### src/rtl/datapath_core.sv
// Datapath stage: 8x16 register file, A/B operand registers, shifter, ALU,
// C result register and {V,N,Z} status register.
module datapath_core #(
  parameter int unsigned WIDTH = 16,
  parameter int unsigned NREGS = 8,
  parameter int unsigned IMMW  = 5
) (
  input  logic             clk,
  input  logic             reset_n,
  input  logic [WIDTH-1:0] datapath_in,
  input  logic             write,
  input  logic             vsel,
  input  logic             loada,
  input  logic             loadb,
  input  logic             asel,
  input  logic             bsel,
  input  logic             loadc,
  input  logic             loads,
  input  logic [2:0]       readnum,
  input  logic [2:0]       writenum,
  input  logic [1:0]       shift,
  input  logic [1:0]       ALUop,
  output logic [WIDTH-1:0] datapath_out,
  output logic [2:0]       status
);

  localparam logic [1:0] OP_ADD = 2'b00;
  localparam logic [1:0] OP_SUB = 2'b01;
  localparam logic [1:0] OP_AND = 2'b10;
  localparam logic [1:0] OP_NOT = 2'b11;

  logic [WIDTH-1:0] regs [NREGS];
  logic [WIDTH-1:0] rd;
  logic [WIDTH-1:0] a_q, b_q, c_q;
  logic [2:0]       status_q;
  logic [WIDTH-1:0] sout, ain, bin, alu_out;
  logic             ovf;

  // Combinational read port; no bypass from a same-cycle write
  assign rd = regs[readnum];

  // Register file; write-back of C uses the pre-edge C value
  always_ff @(posedge clk or negedge reset_n) begin
    if (!reset_n) begin
      for (int i = 0; i < NREGS; i++) regs[i] <= '0;
    end else if (write) begin
      regs[writenum] <= vsel ? datapath_in : c_q;
    end
  end

  // A/B operand registers
  always_ff @(posedge clk or negedge reset_n) begin
    if (!reset_n) begin
      a_q <= '0;
      b_q <= '0;
    end else begin
      if (loada) a_q <= rd;
      if (loadb) b_q <= rd;
    end
  end

  // Shifter on B
  always_comb begin
    sout = b_q;
    case (shift)
      2'b01:   sout = {b_q[WIDTH-2:0], 1'b0};
      2'b10:   sout = {1'b0, b_q[WIDTH-1:1]};
      2'b11:   sout = {b_q[WIDTH-1], b_q[WIDTH-1:1]};
      default: sout = b_q;
    endcase
  end

  // Operand select: A may be forced to zero, B may take the zero-extended immediate
  assign ain = asel ? '0 : a_q;
  assign bin = bsel ? WIDTH'(datapath_in[IMMW-1:0]) : sout;

  // ALU with signed-overflow detection for add/sub
  always_comb begin
    alu_out = '0;
    ovf     = 1'b0;
    case (ALUop)
      OP_ADD: begin
        alu_out = ain + bin;
        ovf     = (ain[WIDTH-1] == bin[WIDTH-1]) && (alu_out[WIDTH-1] != ain[WIDTH-1]);
      end
      OP_SUB: begin
        alu_out = ain - bin;
        ovf     = (ain[WIDTH-1] != bin[WIDTH-1]) && (alu_out[WIDTH-1] != ain[WIDTH-1]);
      end
      OP_AND:  alu_out = ain & bin;
      OP_NOT:  alu_out = ~bin;
      default: alu_out = '0;
    endcase
  end

  // C result and {V,N,Z} status registers, independently enabled
  always_ff @(posedge clk or negedge reset_n) begin
    if (!reset_n) begin
      c_q      <= '0;
      status_q <= 3'b000;
    end else begin
      if (loadc) c_q <= alu_out;
      if (loads) status_q <= {ovf, alu_out[WIDTH-1], (alu_out == '0)};
    end
  end

  assign datapath_out = c_q;
  assign status       = status_q;

endmodule

### config.mk
export PLATFORM = sky130hd
export DESIGN_NAME = datapath_core
export DESIGN_NICKNAME = d
export VERILOG_FILES = /design/src/rtl/datapath_core.sv
export SDC_FILE = /design/constraint.sdc
export NUM_CORES = 1
export LEC_CHECK = 0
export CAP_MARGIN = 20
export CORE_ASPECT_RATIO = 2
export CORE_MARGIN = 5
export CORE_UTILIZATION = 60
export DETAILED_ROUTE_END_ITERATION = 10
export PLACE_DENSITY_LB_ADDON = 0.25
export SLEW_MARGIN = 40
export SYNTH_ARGS = -nofsm -noshare
export SYNTH_HDL_FRONTEND = slang
export SYNTH_SLANG_ARGS = --single-unit
export TNS_END_PERCENT = 1
### constraint.sdc
create_clock -name clk -period 10.3 [get_ports clk]
set_input_delay 1.545 -clock clk [delete_from_list [all_inputs] [get_ports clk]]
set_output_delay 1.545 -clock clk [all_outputs]
set_load 0.02 [all_outputs]
==> reports/results.md <==
| Step | Metric | This run |
|:---|:---|:---|
| sta | Worst hold slack | 0.476 ns |
| logic synthesis | Number of register bits inferred by synthesis | 179 |
| logic synthesis | Unique cell type count in the Yosys netlist | 80 |
| global route | Global router's overall resource usage | 27.0% |
| detailed routing | Iteration count of the initial detailed-routing pass | 5 |
| sta | Actual slew at the worst max-slew pin | 0.892 ns |
| logic synthesis | Cell count after synthesis | 1,029 |
| detailed routing | Vias/cell | 6.21 |
| global route | GR Layer Usage met3 | 3.89% |
| die | Starting utilization of the core area | 60.4% |
| sta | RSZ-0062 raised after global routing | false |
| logic synthesis | Avg Inst Size Synth | 9.79 um^2 |
| finish | Nets | 1,126 |
| sta | Final period demand of the worst path | 5.36 ns |
| pwr | Part of the total power dissipated in sequential elements | 41.1% |
| pwr | Standby leakage power | 4.90 nW |
| global route | Highest-utilization routing layer at the global route stage | met2 |
| logic synthesis | Synth area leader | sky130_fd_sc_hd__dfrtp_1 |
| logic synthesis | Sequential fraction of the synthesis area | 44.5% |
| clock tree | Maximum clock path buffer count | 2 |
| critical path | Data arrival time of the critical path | 5.70 ns |
| finish | Fraction of layout cells with a size suffix above 1 | 12.2% |
| logic synthesis | Mux contribution to synthesized area | 13.6% |
| placed design | Global placement routability congestion | 0.923 |
| finish | Utilization after layout | 68.1% |
| sta | Peak Freq | 187 MHz |
| logic synthesis | Share of synthesized cell area in full adder, half adder and majority cells | 4.62% |
| detailed routing | Drt total wl | 25.4 mm |
| placed design | Quantity of I/O buffers inserted on ports | 54 |
| clock tree | CTS buffer count | 17 |
| pwr | Proportion of power drawn by combinational gates | 30.9% |
| finish | Layout Cells excl Fill | 1,273 |
| global route | Number of global-route vias before repair | 8,069 |
| critical path | Crit-path max FO | 16 |
| global route | Pin count of the biggest net entering global routing | 116 |
| critical path | Setup CP Type | in2reg |
| pwr | Net switching power of the design | 790 uW |
| pwr | Sw frac | 32.7% |
| finish | Area taken by multi-input logic gates | 5220 um^2 |
| placed design | Post-placement cell count | 1,241 |
| hold path | Worst hold-check path type | reg2reg |
| logic synthesis | Share of the synthesized area in the top cell type | 44.5% |
| logic synthesis | Yosys warning total | 0 |
| clock tree | CTS Root Cell | sky130_fd_sc_hd__clkbuf_16 |
| clock tree | Clock tree from TritonCTS | yes |
| logic synthesis | Primary FF master, synth | sky130_fd_sc_hd__dfrtp_1 |
| logic synthesis | Ys async rst share | 100% |
| detailed routing | ANT nets after route | 0 |
| clock tree | Post-CTS setup repair buffer count | 0 |
| clock tree | Deepest level of the CTS H-tree | 4 |
| global route | Grt met2 use | 47.3% |
| die | Io pins | 55 |
| finish | Total area of sequential cells | 4480 um^2 |
| global route | First-pass GRT wire length | 41.3 mm |
| critical path | Category of the worst setup path capture point | flip-flop |
| logic synthesis | Area contributors post-synth | sky130_fd_sc_hd__dfrtp_1 (44%), sky130_fd_sc_hd__mux4_2 (7.8%), sky130_fd_sc_hd__a21oi_1 (6.4%), sky130_fd_sc_hd__nor2_1 (5.2%), sky130_fd_sc_hd__mux2i_1 (4.5%) |
| logic synthesis | Dominant combinational cell family by area after synthesis | compound AO/OA/AOI/OAI gates |
| die | Vertical die dimension | 193 um |
| detailed routing | Vias after detailed routing | 7,902 |
| clock tree | Clock slew seen by the registers of the worst setup and hold paths | 0.06 ns |
| placed design | DPL Wire Length | 17.8 mm |
| clock tree | Clock insertion delay at the later pin of the skew report | 0.43 ns |
| pwr | Cell-internal power | 1.63 mW |
| logic synthesis | Synthesized area | 10,100 um^2 |
| pwr | Maximum vdd drop | 0.000162 V |
| finish | Area growth, synth to finish | 12.7% |
| sta | Remaining max-slew budget at the tightest pin | 40.4% |
| global route | Overflow left after global routing | 0 |
| hold path | Number of stages on the worst hold path | 2 |
| global route | Met1 Usage GRT | 30.8% |
| critical path | Required @ worst endpoint | 10.64 ns |
| global route | Initial antenna violation count | 0 |
| clock tree | Hold buffers post-CTS | 0 |
| die | Std-Cell Rows | 67 |
| clock tree | TritonCTS sink count | 179 |
| die | Horizontal die dimension | 102 um |
| logic synthesis | Compound-gate portion of the synthesized area | 17.8% |
| logic synthesis | Simple-gate portion of the synthesized area | 14.2% |
| clock tree | Number of resized instances in the post-cts repair step | 0 |
| sta | Max-slew violation count | 0 |
| die | Area of the core | 16,700 um^2 |
| pwr | Portion of total power attributed to the clock network | 28.0% |
| detailed routing | Iter 0 DRT Violations | 417 |
| critical path | Setup crit start kind | input port |
| pwr | Total power | 2.42 mW |
| finish | Number of antenna repair diodes | 0 |
| sta | Final cycle utilization of the critical path | 52.0% |
| flow run | Max-cap violations | 0 |
| critical path | Number of cells traversed by the worst register-to-register path | 14 |
| sta | Final Setup Violations | 0 |
| sta | Worst clock skew on the final layout | 0.00766 ns |
| pwr | Ratio of total power to cell area | 213 nW/um^2 |
| logic synthesis | Fraction of synthesized cell area in xor and xnor cells | 1.30% |
| logic synthesis | EDFF count, synth | 0 |
| detailed routing | DRC violation count after routing | 0 |
| finish | Filler Cell Count | 1,280 |
| sta | Total negative setup slack | 0 ns |
| status | Outcome | complete, no violations |
| logic synthesis | Nets in the synthesized netlist | 1,101 |
| detailed routing | Mean routed wirelength per cell | 20.0 um |
| sta | Final hold violation count | 0 |
| die | Area of the die | 19,600 um^2 |
layer usage:
layer	share of wire (%)	up-vias	wire [um]
met4	5.4	0	1380
met2	54	216	13800
met3	3.8	79	959
met5	0	-	0
li1	-	3708	-
met1	37	3899	9280
cell type report:
type	count	share of cell area, %
Clock buffer	23	4.38
Clock inverter	8	1.08
Inverter	33	1.11
Multi-Input combinational cell	753	45.9
Sequential cell	179	39.4
Tap cell	207	2.28
Timing Repair Buffer	70	5.80
synth_stat cells, types with 4 or more instances:
| library cell | count |
|---|---|
| sky130_fd_sc_hd__dfrtp_1 | 179 |
| sky130_fd_sc_hd__buf_2 | 7 |
| sky130_fd_sc_hd__ha_1 | 34 |
| sky130_fd_sc_hd__o21ai_0 | 82 |
| sky130_fd_sc_hd__inv_1 | 32 |
| sky130_fd_sc_hd__nand2b_1 | 13 |
| sky130_fd_sc_hd__xor2_1 | 4 |
| sky130_fd_sc_hd__a21oi_1 | 129 |
| sky130_fd_sc_hd__or3_1 | 5 |
| sky130_fd_sc_hd__nor2b_1 | 24 |
| sky130_fd_sc_hd__a211oi_1 | 17 |
| sky130_fd_sc_hd__clkbuf_1 | 45 |
| sky130_fd_sc_hd__nand3_1 | 6 |
| sky130_fd_sc_hd__buf_1 | 7 |
| sky130_fd_sc_hd__nor2_1 | 139 |
| sky130_fd_sc_hd__mux2i_1 | 45 |
| sky130_fd_sc_hd__mux4_2 | 35 |
| sky130_fd_sc_hd__xnor2_1 | 11 |
| sky130_fd_sc_hd__nor3_1 | 8 |
| sky130_fd_sc_hd__nand2_1 | 98 |
| sky130_fd_sc_hd__mux2_2 | 11 |
| sky130_fd_sc_hd__o21ai_1 | 8 |
worst max-delay path, stage by stage:
cell and delay [ns]:
sky130_fd_sc_hd__clkdlybuf4s50_1 0.74, sky130_fd_sc_hd__nand2b_1 0.35, sky130_fd_sc_hd__ha_1 0.26, sky130_fd_sc_hd__fa_1 0.47, sky130_fd_sc_hd__or2_1 0.24, sky130_fd_sc_hd__a221oi_2 0.34
sky130_fd_sc_hd__o21a_1 0.15, sky130_fd_sc_hd__nor2_1 0.05, sky130_fd_sc_hd__xnor2_1 0.12, sky130_fd_sc_hd__mux4_2 0.48, sky130_fd_sc_hd__nor4b_1 0.54, sky130_fd_sc_hd__nand4_1 0.19
sky130_fd_sc_hd__o31ai_2 0.21
flip-flops by register name, indices dropped and copies added, names as in the netlist:
signal,cells
regs,128
datapath_out,16
a_q,16
status,3
b_q,16
through the flow:
step                worst slack [ns]  cell area [um^2]
CTS                             4.39             11300
finish                          4.94             11400
floorplan                       5.65             10100
global route                    4.79             11400
global placement                4.04             10700
detailed placement              3.96             10700
worst paths after layout:
| kind | start | end | slack [ns] |
|---|---|---|---|
| max in group asynchronous | reset_n | regs[58] | 8.05 |
| setup / recovery | asel | status[0] | 4.94 |
| hold / removal | regs[16] | regs[16] | 0.48 |
| hold reg to reg | regs[16] | regs[16] | 0.48 |
| setup reg to reg | b_q[1] | status[0] | 6.29 |
| min in group asynchronous | reset_n | regs[64] | 0.99 |
cell families (layout without fill, tap and decap cells):
logic type,count (synthesis),in the layout
AND/OR/NAND/NOR,317,317
AO/OA/AOI/OAI,293,293
flip-flops,179,179
buffers and inverters,97,134
multiplexers,92,92
adder cells (fa/ha/maj),36,36
XOR/XNOR,15,15
layout by cell type (no fill, tap or decap), drive strengths merged, types with 4 or more instances in the layout:
cell type and count:
dfrtp 179, nor2 139, xnor2 11, xor2 4
clkinv 4, o21ai 92, clkbuf 23, nand3 6
clkdlybuf4s50 47, mux2i 45, a221oi 4, o211ai 5
buf 23, a211oi 19, nand2b 13, o31ai 5
inv 34, a21oi 131, nor2b 25, nor3 8
ha 34, nand2 98, or3 5, mux2 12
mux4 35
power groups by stage:
| stage | combinational [mW] | clock (mW) | sequential (mW) |
|---|---|---|---|
| global placement | 0.719 | 0 | 0.990 |
| floorplan | 0.527 | 0 | 0.981 |
| detailed placement | 0.738 | 0 | 0.999 |
| finish | 0.747 | 0.678 | 0.992 |
| global route | 0.829 | 0.715 | 1.01 |
| CTS | 0.747 | 0.686 | 0.990 |
Power figures use the tool's default switching activity.
